==> config.mk <==
export PLATFORM = sky130hd
export DESIGN_NAME = lock_attempt_controller
export DESIGN_NICKNAME = d
export VERILOG_FILES = /design/src/rtl/lock_pkg.sv /design/src/rtl/lock_cycle_timer.sv /design/src/rtl/lock_attempt_controller.sv
export SDC_FILE = /design/constraint.sdc
export NUM_CORES = 1
export LEC_CHECK = 0
export CAP_MARGIN = 20
export CORE_ASPECT_RATIO = 1.2
export CORE_MARGIN = 8
export CORE_UTILIZATION = 40
export CTS_CLUSTER_DIAMETER = 40
export CTS_CLUSTER_SIZE = 28
export DETAILED_ROUTE_END_ITERATION = 7
export SLEW_MARGIN = 40
export SYNTH_ARGS = -nofsm -noshare
export SYNTH_HDL_FRONTEND = slang
export SYNTH_SLANG_ARGS = --single-unit
==> constraint.sdc <==
create_clock -name Clk -period 2.3 [get_ports Clk]
set_clock_uncertainty 0.05 [all_clocks]
set_input_delay 0.575 -clock Clk [delete_from_list [all_inputs] [get_ports Clk]]
set_output_delay 0.575 -clock Clk [all_outputs]
set_load 0.02 [all_outputs]
==> src/rtl/lock_pkg.sv <==
// Shared state encoding, default parameters and sizing helper for the code lock.
package lock_pkg;

    typedef enum logic [2:0] {
        ST_IDLE,
        ST_ENTRY,
        ST_CHECK,
        ST_UNLOCK,
        ST_FAIL,
        ST_LOCKOUT
    } lock_state_e;

    localparam int unsigned DEF_CODE_LEN       = 4;
    localparam logic [3:0]  DEF_CODE           = 4'b1010;
    localparam int unsigned DEF_MAX_FAIL       = 3;
    localparam int unsigned DEF_UNLOCK_CYCLES  = 8;
    localparam int unsigned DEF_LOCKOUT_CYCLES = 16;
    localparam int unsigned DEF_ENTRY_TIMEOUT  = 32;

    // Fail counter is two bits wide and saturates here.
    localparam logic [1:0]  FAIL_SAT           = 2'd3;

    // Largest of three interval lengths; sizes the shared timer.
    function automatic int unsigned max_of3(input int unsigned a,
                                            input int unsigned b,
                                            input int unsigned c);
        int unsigned m;
        m = (a > b) ? a : b;
        return (m > c) ? m : c;
    endfunction

endpackage

==> src/rtl/lock_cycle_timer.sv <==
// Loadable down-counter; done_c is high while the count has reached zero.
module lock_cycle_timer
    import lock_pkg::*;
#(
    parameter int unsigned WIDTH = 8
) (
    input  logic             Clk,
    input  logic             Reset,
    input  logic             load,
    input  logic [WIDTH-1:0] load_value,
    output logic [WIDTH-1:0] count,
    output logic             done_c
);

    // Load takes priority; otherwise count down and hold at zero.
    always_ff @(posedge Clk or posedge Reset) begin
        if (Reset) begin
            count <= '0;
        end else if (load) begin
            count <= load_value;
        end else if (count != '0) begin
            count <= count - WIDTH'(1);
        end
    end

    assign done_c = (count == '0);

endmodule

==> src/rtl/lock_attempt_controller.sv <==
// Serial code-entry lock: collects CODE_LEN bits, unlocks on match, locks out
// after MAX_FAIL consecutive failures. One shared timer covers the entry
// timeout, the unlock window and the lockout window.
module lock_attempt_controller
    import lock_pkg::*;
#(
    parameter int unsigned          CODE_LEN       = DEF_CODE_LEN,
    parameter logic [CODE_LEN-1:0]  CODE           = CODE_LEN'(DEF_CODE),
    parameter int unsigned          MAX_FAIL       = DEF_MAX_FAIL,
    parameter int unsigned          UNLOCK_CYCLES  = DEF_UNLOCK_CYCLES,
    parameter int unsigned          LOCKOUT_CYCLES = DEF_LOCKOUT_CYCLES,
    parameter int unsigned          ENTRY_TIMEOUT  = DEF_ENTRY_TIMEOUT
) (
    input  logic       Clk,
    input  logic       Reset,
    input  logic       bit_valid,
    input  logic       bit_in,
    output logic       bit_ready,
    output logic       unlocked,
    output logic       fail_pulse,
    output logic       alarm,
    output logic [1:0] fail_count
);

    localparam int unsigned TIMER_W =
        $clog2(max_of3(UNLOCK_CYCLES, LOCKOUT_CYCLES, ENTRY_TIMEOUT) + 1);
    localparam int unsigned CNT_W   = $clog2(CODE_LEN + 1);

    lock_state_e         state_q, state_d;
    logic [CODE_LEN-1:0] code_q, code_d;
    logic [CNT_W-1:0]    bit_cnt_q, bit_cnt_d;
    logic [1:0]          fail_q, fail_d;
    logic                timer_load;
    logic [TIMER_W-1:0]  timer_value;
    logic [TIMER_W-1:0]  timer_count;
    logic                timer_done_c;
    logic                accept_c;
    logic                match_c;
    logic [1:0]          fail_inc_c;

    assign accept_c   = bit_valid && bit_ready;
    assign match_c    = (bit_cnt_q == CNT_W'(CODE_LEN)) && (code_q == CODE);
    assign fail_inc_c = (fail_q == FAIL_SAT) ? FAIL_SAT : fail_q + 2'd1;

    lock_cycle_timer #(
        .WIDTH      (TIMER_W)
    ) u_timer (
        .Clk        (Clk),
        .Reset      (Reset),
        .load       (timer_load),
        .load_value (timer_value),
        .count      (timer_count),
        .done_c     (timer_done_c)
    );

    // State, code shift register, bit count and consecutive-fail register.
    always_ff @(posedge Clk or posedge Reset) begin
        if (Reset) begin
            state_q   <= ST_IDLE;
            code_q    <= '0;
            bit_cnt_q <= '0;
            fail_q    <= '0;
        end else begin
            state_q   <= state_d;
            code_q    <= code_d;
            bit_cnt_q <= bit_cnt_d;
            fail_q    <= fail_d;
        end
    end

    // Next-state, datapath updates and timer loads.
    always_comb begin
        state_d     = state_q;
        code_d      = code_q;
        bit_cnt_d   = bit_cnt_q;
        fail_d      = fail_q;
        timer_load  = 1'b0;
        timer_value = '0;
        case (state_q)
            ST_IDLE: begin
                if (accept_c) begin
                    code_d      = CODE_LEN'({code_q, bit_in});
                    bit_cnt_d   = CNT_W'(1);
                    timer_load  = 1'b1;
                    timer_value = TIMER_W'(ENTRY_TIMEOUT - 1);
                    state_d     = (CODE_LEN == 1) ? ST_CHECK : ST_ENTRY;
                end
            end
            ST_ENTRY: begin
                if (accept_c) begin
                    code_d      = CODE_LEN'({code_q, bit_in});
                    bit_cnt_d   = bit_cnt_q + CNT_W'(1);
                    timer_load  = 1'b1;
                    timer_value = TIMER_W'(ENTRY_TIMEOUT - 1);
                    if (bit_cnt_q == CNT_W'(CODE_LEN - 1)) begin
                        state_d = ST_CHECK;
                    end
                end else if (timer_done_c) begin
                    // Short bit count makes this attempt a mismatch.
                    state_d = ST_CHECK;
                end
            end
            ST_CHECK: begin
                // Clearing here leaves code and count zero on arrival in IDLE.
                code_d     = '0;
                bit_cnt_d  = '0;
                timer_load = 1'b1;
                if (match_c) begin
                    fail_d      = '0;
                    timer_value = TIMER_W'(UNLOCK_CYCLES - 1);
                    state_d     = ST_UNLOCK;
                end else begin
                    fail_d = fail_inc_c;
                    if (32'(fail_inc_c) == MAX_FAIL) begin
                        timer_value = TIMER_W'(LOCKOUT_CYCLES - 1);
                        state_d     = ST_LOCKOUT;
                    end else begin
                        state_d = ST_FAIL;
                    end
                end
            end
            ST_UNLOCK: begin
                if (timer_done_c) begin
                    state_d = ST_IDLE;
                end
            end
            ST_FAIL: begin
                state_d = ST_IDLE;
            end
            ST_LOCKOUT: begin
                if (timer_done_c) begin
                    fail_d  = '0;
                    state_d = ST_IDLE;
                end
            end
            default: begin
                state_d = ST_IDLE;
            end
        endcase
    end

    // Registered outputs. bit_ready tracks the state it qualifies so the
    // handshake is exact; the status outputs are decoded from the current
    // state and counters, so they appear one cycle after the state.
    always_ff @(posedge Clk or posedge Reset) begin
        if (Reset) begin
            bit_ready  <= 1'b1;
            unlocked   <= 1'b0;
            fail_pulse <= 1'b0;
            alarm      <= 1'b0;
            fail_count <= '0;
        end else begin
            bit_ready  <= (state_d == ST_IDLE) || (state_d == ST_ENTRY);
            unlocked   <= (state_q == ST_UNLOCK);
            alarm      <= (state_q == ST_LOCKOUT);
            fail_pulse <= (state_q == ST_FAIL) ||
                          ((state_q == ST_LOCKOUT) &&
                           (timer_count == TIMER_W'(LOCKOUT_CYCLES - 1)));
            fail_count <= fail_q;
        end
    end

endmodule

==> flow_summary.json, run 1 <==
{
  "postCtsSetupBuffers": 0,
  "period_minus_slack_ns": 2.11,
  "clk_latency_ns": 0.26,
  "ys_ff_latch": 24,
  "cts_tree": "built",
  "dieArea_um2": 5430,
  "postRouteAntennaNets": 0,
  "antenna_found_initial": 0,
  "vias": 989,
  "postSynthAreaPerCell_um2": 10.1,
  "via_per_inst": 5.53,
  "critical_path.max_fanout": 6,
  "synth_top_area_share_pct": 43.4,
  "r2r-start": "u_timer.count[0]$_DFFE_PP0P_",
  "synth_fp_nets": 141,
  "setup_viol": 0,
  "grt_pass1_vias": 1022,
  "cts_buffers": 3,
  "portBuffers": 9,
  "worst_slew_pin_slew_ns": 0.490,
  "clkSinkCount": 24,
  "arrival_ns": 1.49,
  "final_cell_mix": "dfrtp_1 (23), nor2_1 (10), nand2_1 (10), inv_1 (10), clkdlybuf4s50_1 (9)",
  "die_width_um": 68.6,
  "hold_path.class": "register to register",
  "yosysSeqAreaShare_pct": 45.3,
  "grt-ovfl-total": 0,
  "final_nets": 152,
  "maxCapViolCount": 0,
  "cp_top_family": "buffers and inverters",
  "path_depth": 1,
  "dp_slack_ns": 0.156,
  "rows": 23,
  "final-hold-violation-count": 0,
  "maxSlewHeadroom_pct": 67.3,
  "n_antenna_cell": 0,
  "startpoint": "bit_ready$_DFF_PP1_",
  "drt-pass1-iter-count": 4,
  "synth_cells": 132,
  "clock-root-buffer": "clkbuf_8",
  "dp_cells": 175,
  "ctsHtreeMaxLevel": 1,
  "yosysTopAreaCell": "dfrtp_1",
  "wire_per_inst_um": 14.7,
  "crit_slowest_cell": "clkdlybuf4s50_1",
  "clk_pin_slew_ns": 0.08,
  "crit_type": "register to output port",
  "ios": 10,
  "instances_no_fill": 179,
  "yosys_warnings": 0,
  "grt_pass1_wl_um": 4510,
  "final.setup.tns_ns": 0,
  "ir_drop_v": 0.000546,
  "dieHeight_um": 79.1,
  "required_ns": 1.67,
  "dpl.hpwl_um": 1970,
  "slowest_delay_ns": 0.62,
  "grt_start_max_net_pins": 16,
  "cts_resized": 0,
  "drive_gt1_share_pct": 16.9,
  "p_leak_nw": 0.642,
  "netlist_top_cells_area": "dfrtp_1 (43%), ha_1 (4.7%), o21ai_0 (3.0%)",
  "end_kind": "output port",
  "path_cells": "clkdlybuf4s50_1",
  "r2r_cells": 6,
  "holdCritStartpoint": "fail_q[1]$_DFFE_PP0P_",
  "status": "completed",
  "drcViolationCount": 0,
  "final_common_cell": "dfrtp_1",
  "initial_core_util_pct": 40.8,
  "ff2ff_setup_slack_ns": 0.50,
  "whs_ns": 0.369,
  "powerDensity_nw_per_um2": 1220,
  "totalWireLength_um": 2630,
  "setup_slack_ns": 0.187,
  "final.period_utilization_pct": 91.9,
  "syn_to_final_growth_pct": 13.5,
  "drt_iter0_markers": 18,
  "fp.coreArea_um2": 3250,
  "syn_area_um2": 1330,
  "synth.distinct_cells": 42,
  "rr_endpoint": "u_timer.count[1]$_DFFE_PP0P_",
  "gp_congestion": 0.802,
  "clk_path_buf_depth": 2,
  "rsz0062_at_grt": "false",
  "endpoint": "bit_ready",
  "slew_violations": 0,
  "crit_buf_inv": 1,
  "startpoint_type": "register",
  "timing.fmax_mhz": 473,
  "cts_hold_buf": 0,
  "grt_util_all_layers_pct": 10.5
}
-- synth_stat cells (all sizes together) --
master / instances
o21a: 2
nand2b: 5
a22o: 3
nand3b: 1
dfstp: 1
and3b: 1
nor2: 10
xnor2: 1
a31oi: 3
a211oi: 2
buf: 4
o31ai: 2
dfrtp: 23
a2bb2oi: 1
nand3: 5
ha: 5
o22ai: 2
nor2b: 3
nor3: 2
and4b: 1
a21oi: 8
nand4: 1
xor2: 1
nand2: 11
mux2i: 2
inv: 11
or2: 1
o22a: 2
and2: 2
mux2: 1
nor3b: 3
a21o: 1
a31o: 1
o21ai: 8
a21boi: 1
a32oi: 1
-- registers in the layout, indices dropped and copies added, names as in the netlist --
signal / count
alarm: 1
bit_cnt_q: 3
unlocked: 1
code_q: 4
u_timer.count: 6
fail_pulse: 1
state_q: 3
fail_q: 2
fail_count: 2
bit_ready: 1
-- power breakdown --
group | total (mW) | internal, mW | switching, mW
clock network | 0.282 | 0.153 | 0.130
logic | 0.783 | 0.391 | 0.392
registers | 0.777 | 0.583 | 0.195
-- layer usage --
| metal | part of all wire, % | GRT usage (%) |
|---|---|---|
| met5 | 0 | 0 |
| met4 | 0.80 | 2.87 |
| met3 | 4.0 | 2.25 |
| met2 | 49 | 17.9 |
| met1 | 46 | 12.8 |
-- stage by stage --
| step | instance area, um^2 | total power, mW | util [%] |
|---|---|---|---|
| 6_report | 1510 | 1.84 | 46.3 |
| 5_1_grt | 1510 | 2.00 | 46.3 |
| 4_1_cts | 1510 | 1.86 | 46.3 |
| 3_5_place_dp | 1450 | 1.57 | 44.6 |
| 3_3_place_gp | 1450 | 1.55 | 44.6 |
| 2_1_floorplan | 1330 | 1.36 | - |
-- logic make-up after synthesis --
| family | after synthesis | synth area share (%) |
|---|---|---|
| buffers and inverters | 15 | 4.62 |
| adder cells (fa/ha/maj) | 5 | 4.71 |
| AO/OA/AOI/OAI | 37 | 21.6 |
| XOR/XNOR | 2 | 1.32 |
| multiplexers | 3 | 2.36 |
| AND/OR/NAND/NOR | 46 | 20.1 |
| flip-flops | 24 | 45.3 |
-- final cells by class --
cell class	count	area, um^2
clock buffers	4	55.1
fillers	311	1750
inverters	11	41.3
multi-input cells	93	664
flip-flops and latches	24	602
well taps	37	46.3
repair buffers	10	97.6
-- worst min-delay path by stage --
stage / endpoint / cells past startpoint
after global placement: fail_count[1]$_DFF_PP0_ / 0
after floorplan: fail_count[1]$_DFF_PP0_ / 0
final: fail_count[1]$_DFF_PP0_ / 0
after global routing: fail_count[0]$_DFF_PP0_ / 0
after detailed placement: fail_count[1]$_DFF_PP0_ / 0
after CTS: fail_count[1]$_DFF_PP0_ / 0
Note: power is estimated with default switching activity, not from simulation.
==> run 2, diff against run 1 <==
- CORE_UTILIZATION: 40 -> 50
- PLACE_DENSITY: default -> 0.7
==> run 2 against run 1 <==
Against the previous run:
- sequential power rose by 1%
- first-iteration DRC count rose by 130%
- die area fell by 16%
- utilization rose by 13 points
- critical path depth did not move
- via count fell by 0.81%
- sequential cell count did not move
- critical endpoint unchanged
==> flow_summary.json, run 2 (same netlist as run 1, synthesis figures left out) <==
{
  "status": "completed",
  "setup_viol": 0,
  "power.share.combinational_pct": 42.2,
  "grt-ovfl-total": 0,
  "grt_pass1_wl_um": 4740,
  "ctsHtreeMaxLevel": 1,
  "largest_register_ffs": 6,
  "final-hold-violation-count": 0,
  "grt_util_all_layers_pct": 12.7,
  "drive_gt1_share_pct": 16.9,
  "cts_hold_buf": 0,
  "multi_input_area_um2": 664,
  "regMostFlops": "u_timer.count",
  "cts_tree": "built",
  "final_nets": 152,
  "postRouteAntennaNets": 0,
  "drcViolationCount": 0,
  "initial_core_util_pct": 52.5,
  "powerDensity_nw_per_um2": 1260,
  "cts_resized": 0,
  "crit_buf_inv": 1,
  "crit_slowest_cell": "clkdlybuf4s50_1",
  "fp.coreArea_um2": 2530,
  "hold_path.class": "register to register",
  "gp_congestion": 0.812,
  "grt_pass1_vias": 1000,
  "drt_iter0_markers": 42,
  "final_common_cell": "dfrtp_1",
  "ff2ff_setup_slack_ns": 0.44,
  "crit_type": "register to output port",
  "die_width_um": 63.0,
  "required_ns": 1.67,
  "power_frac_clock_pct": 16.2,
  "rows": 20,
  "dpl.hpwl_um": 1910,
  "startpoint_type": "register",
  "period_minus_slack_ns": 2.19,
  "drt-pass1-iter-count": 4,
  "portBuffers": 9,
  "p_leak_nw": 0.642,
  "maxCapViolCount": 0,
  "internal-power_mw": 1.15,
  "maxSlewHeadroom_pct": 65.9,
  "worst_slew_pin_slew_ns": 0.511,
  "timing.fmax_mhz": 457,
  "grt_start_max_net_pins": 25,
  "clk_latency_ns": 0.32,
  "n_fill_cell": 236,
  "postCtsSetupBuffers": 0,
  "pwr-share-seq_pct": 41.7,
  "cp_top_family": "buffers and inverters",
  "critical_path.max_fanout": 6,
  "totalWireLength_um": 2750,
  "slew_violations": 0,
  "p_sw_share_pct": 39.1,
  "arrival_ns": 1.56,
  "final.setup.tns_ns": 0,
  "ff_latch_area_um2": 602,
  "final_cell_mix": "dfrtp_1 (23), nor2_1 (10), nand2_1 (10), inv_1 (10), clkdlybuf4s50_1 (9)",
  "cts_buffers": 3,
  "switching_power_uw": 737,
  "dieHeight_um": 72.4,
  "ios": 10,
  "slowest_delay_ns": 0.63,
  "clk_pin_slew_ns": 0.13,
  "whs_ns": 0.375,
  "antenna_found_initial": 0,
  "clk_path_buf_depth": 2,
  "top_regs": "u_timer.count x6, code_q x4",
  "wire_per_inst_um": 15.7,
  "syn_to_final_growth_pct": 12.9,
  "clkSinkCount": 24,
  "end_kind": "output port",
  "path_cells": "clkdlybuf4s50_1",
  "clock-root-buffer": "clkbuf_4",
  "n_antenna_cell": 0,
  "dieArea_um2": 4570,
  "final.period_utilization_pct": 95.1,
  "ir_drop_v": 0.000601,
  "rsz0062_at_grt": "false",
  "vias": 981,
  "via_per_inst": 5.61
}
==> run 2: cell count changes in the layout (fill, tap and decap cells not counted), sizes merged <==
cell | previous run | this run
bufinv | 0 | 1
clkbuf | 4 | 3
==> run 2: power groups by stage <==
stage	Clock (mW)	Sequential, mW	Combinational (mW)
2_1_floorplan	0	0.736	0.628
3_3_place_gp	0	0.780	0.761
3_5_place_dp	0	0.790	0.786
4_1_cts	0.310	0.782	0.798
5_1_grt	0.327	0.816	0.878
6_report	0.305	0.786	0.795
==> run 2: layout make-up <==
type | instances | area share (%)
Multi-Input combinational cell | 93 | 44.3
Sequential cell | 24 | 40.2
Timing Repair Buffer | 10 | 6.51
Inverter | 11 | 2.75
Tap cell | 33 | 2.75
Clock inverter | 1 | 2.00
Clock buffer | 3 | 1.50
==> run 2: per-stage QoR <==
| step | setup slack [ns] | cell area [um^2] | total power [mW] | utilization (%) | std cells |
|---|---|---|---|---|---|
| after floorplan | 0.756 | 1330 | 1.36 | - | 132 |
| after global placement | 0.223 | 1450 | 1.54 | 57.2 | 171 |
| after detailed placement | 0.179 | 1450 | 1.58 | 57.2 | 171 |
| after CTS | 0.0983 | 1500 | 1.89 | 59.3 | 175 |
| after global routing | 0.0524 | 1500 | 2.02 | 59.3 | 175 |
| final | 0.112 | 1500 | 1.89 | 59.3 | 175 |
==> run 2: per-layer routing <==
metal	global-route usage, %	vias up	part of all wire (%)
li1	-	482	-
met1	15.3	482	47
met2	21.6	12	49
met3	2.31	5	2.2
met4	5.33	0	1.4
met5	0	-	0
==> run 2: final timing paths <==
kind / start / to / cells after the start
max: bit_ready$_DFF_PP1_ / bit_ready / 1
min: fail_q[1]$_DFFE_PP0P_ / fail_count[1]$_DFF_PP0_ / 0
max reg2reg: u_timer.count[0]$_DFFE_PP0P_ / u_timer.count[1]$_DFFE_PP0P_ / 6
min reg2reg: fail_q[1]$_DFFE_PP0P_ / fail_count[1]$_DFF_PP0_ / 0
max in group asynchronous: Reset / bit_ready$_DFF_PP1_ / 3
min in group asynchronous: Reset / fail_q[0]$_DFFE_PP0P_ / 3
==> run 3, diff against run 2 <==
- PLACE_DENSITY: 0.7 -> 0.73
- clock period: 2.3 -> 1.9 ns (I/O delays scaled with it)
==> run 3 against run 2 <==
Against the previous run:
- sequential share of layout area about the same
- design area about the same
- sequential cell count unchanged
- die area stayed put
- worst hold slack improved by 0.010 ns
- clock power fell by 23%
- critical path type is now register to register
- critical endpoint is now u_timer.count[1]$_DFFE_PP0P_
- largest cell class unchanged
- highest routed layer unchanged
==> flow_summary.json, run 3 (same netlist as run 1, synthesis figures left out) <==
{
  "final-hold-violation-count": 0,
  "clock-root-buffer": "clkbuf_4",
  "ctsHtreeMaxLevel": 1,
  "clk_latency_ns": 0.31,
  "ios": 10,
  "setup_viol": 0,
  "via_per_inst": 5.65,
  "maxCapViolCount": 0,
  "gp_congestion": 0.789,
  "maxSlewHeadroom_pct": 69.5,
  "grt_pass1_wl_um": 4790,
  "ir_drop_v": 0.000774,
  "final.period_utilization_pct": 95.1,
  "final.setup.tns_ns": 0,
  "antenna_found_initial": 0,
  "end_kind": "register",
  "top_regs": "u_timer.count x6, code_q x4",
  "portBuffers": 9,
  "timing.fmax_mhz": 553,
  "vias": 1006,
  "hold_path.class": "register to register",
  "dpl.hpwl_um": 1990,
  "totalWireLength_um": 2670,
  "dp_cells": 174,
  "p_leak_nw": 0.642,
  "endpoint": "u_timer.count[1]$_DFFE_PP0P_",
  "drcViolationCount": 0,
  "dieArea_um2": 4570,
  "worst_slew_pin_slew_ns": 0.456,
  "rows": 20,
  "postRouteAntennaNets": 0,
  "power_mw": 2.19,
  "clk_path_buf_depth": 2,
  "grt_pass1_vias": 1031,
  "instances_no_fill": 178,
  "wire_per_inst_um": 15.0,
  "required_ns": 2.07,
  "largest_register_ffs": 6,
  "initial_core_util_pct": 52.5,
  "grt_start_max_net_pins": 25,
  "n_fill_cell": 206,
  "grt-ovfl-total": 0,
  "drt-pass1-iter-count": 4,
  "grt_util_all_layers_pct": 13.1,
  "dieHeight_um": 72.4,
  "startpoint": "u_timer.count[0]$_DFFE_PP0P_",
  "postPlaceCellArea_um2": 1470,
  "r2r_cells": 6,
  "final_area_um2": 1500,
  "clk_pin_slew_ns": 0.13,
  "final_nets": 155,
  "syn_to_final_growth_pct": 13.0,
  "startpoint_type": "register",
  "regMostFlops": "u_timer.count",
  "status": "completed",
  "cts_buffers": 3,
  "clkSinkCount": 24,
  "final_common_cell": "dfrtp_1",
  "final_cell_mix": "dfrtp_1 (23), nor2_1 (10), nand2_1 (10), inv_1 (10)",
  "crit_type": "register to register",
  "die_width_um": 63.0,
  "r2r-start": "u_timer.count[0]$_DFFE_PP0P_",
  "ff2ff_setup_slack_ns": 0.09,
  "arrival_ns": 1.98,
  "cts_tree": "built",
  "rr_endpoint": "u_timer.count[1]$_DFFE_PP0P_",
  "final_core_util_pct": 59.4,
  "dp_slack_ns": -0.0360,
  "n_antenna_cell": 0,
  "rsz0062_at_grt": "false",
  "drt_iter0_markers": 30,
  "setup_slack_ns": 0.0927,
  "powerDensity_nw_per_um2": 1460,
  "period_minus_slack_ns": 1.81,
  "whs_ns": 0.385,
  "drive_gt1_share_pct": 17.9,
  "fp.coreArea_um2": 2530,
  "slew_violations": 0,
  "critical_path.max_fanout": 5
}
-- run 3: critical path, stage by stage, from the launching register on --
cell	delay [ns]
dfrtp_1	0.46
inv_1	0.08
ha_1	0.19
nor3b_4	0.34
and2_4	0.24
nand2_1	0.10
o22a_2	0.24
-- run 3: layout make-up --
type                            instances  area (um^2)  share of cell area [%]
Sequential cell                        24          602                    40.1
Tap cell                               33         41.3                    2.75
Inverter                               11         41.3                    2.75
Multi-Input combinational cell         93          671                    44.7
Timing Repair Buffer                   13          119                    7.92
Clock buffer                            4         26.3                    1.75
-- run 3: how the worst min path moves through the flow --
| stage | from | end | slack (ns) | cells past startpoint |
|---|---|---|---|---|
| after floorplan | fail_q[1]$_DFFE_PP0P_ | fail_count[1]$_DFF_PP0_ | 0.32 | 0 |
| after global placement | fail_q[1]$_DFFE_PP0P_ | fail_count[1]$_DFF_PP0_ | 0.34 | 0 |
| after detailed placement | fail_q[0]$_DFFE_PP0P_ | fail_count[0]$_DFF_PP0_ | 0.36 | 0 |
| after CTS | fail_q[0]$_DFFE_PP0P_ | fail_count[0]$_DFF_PP0_ | 0.39 | 0 |
| after global routing | fail_q[1]$_DFFE_PP0P_ | fail_count[1]$_DFF_PP0_ | 0.40 | 0 |
| final | fail_q[0]$_DFFE_PP0P_ | fail_count[0]$_DFF_PP0_ | 0.39 | 0 |
-- run 3: per-layer routing --
layer,GRT usage [%],vias up,part of all wire [%]
li1,-,488,-
met1,15.5,501,47
met2,22.2,13,48
met3,2.31,4,2.8
met4,6.85,0,1.6
met5,0,-,0
-- run 3: timing repair --
item / 4_1_cts / 5_1_grt
hold buffers: 0 / 0
gates resized for setup: 1 / 1
buffers inserted: 0 / 0
setup endpoints to repair: 1 / 3
-- run 3: where the power goes --
group          switching [mW]  total, mW  internal, mW  leakage, nW
Combinational           0.507       1.03         0.518        0.328
Clock                   0.152      0.234        0.0820       0.0150
Sequential              0.228      0.933         0.705        0.299
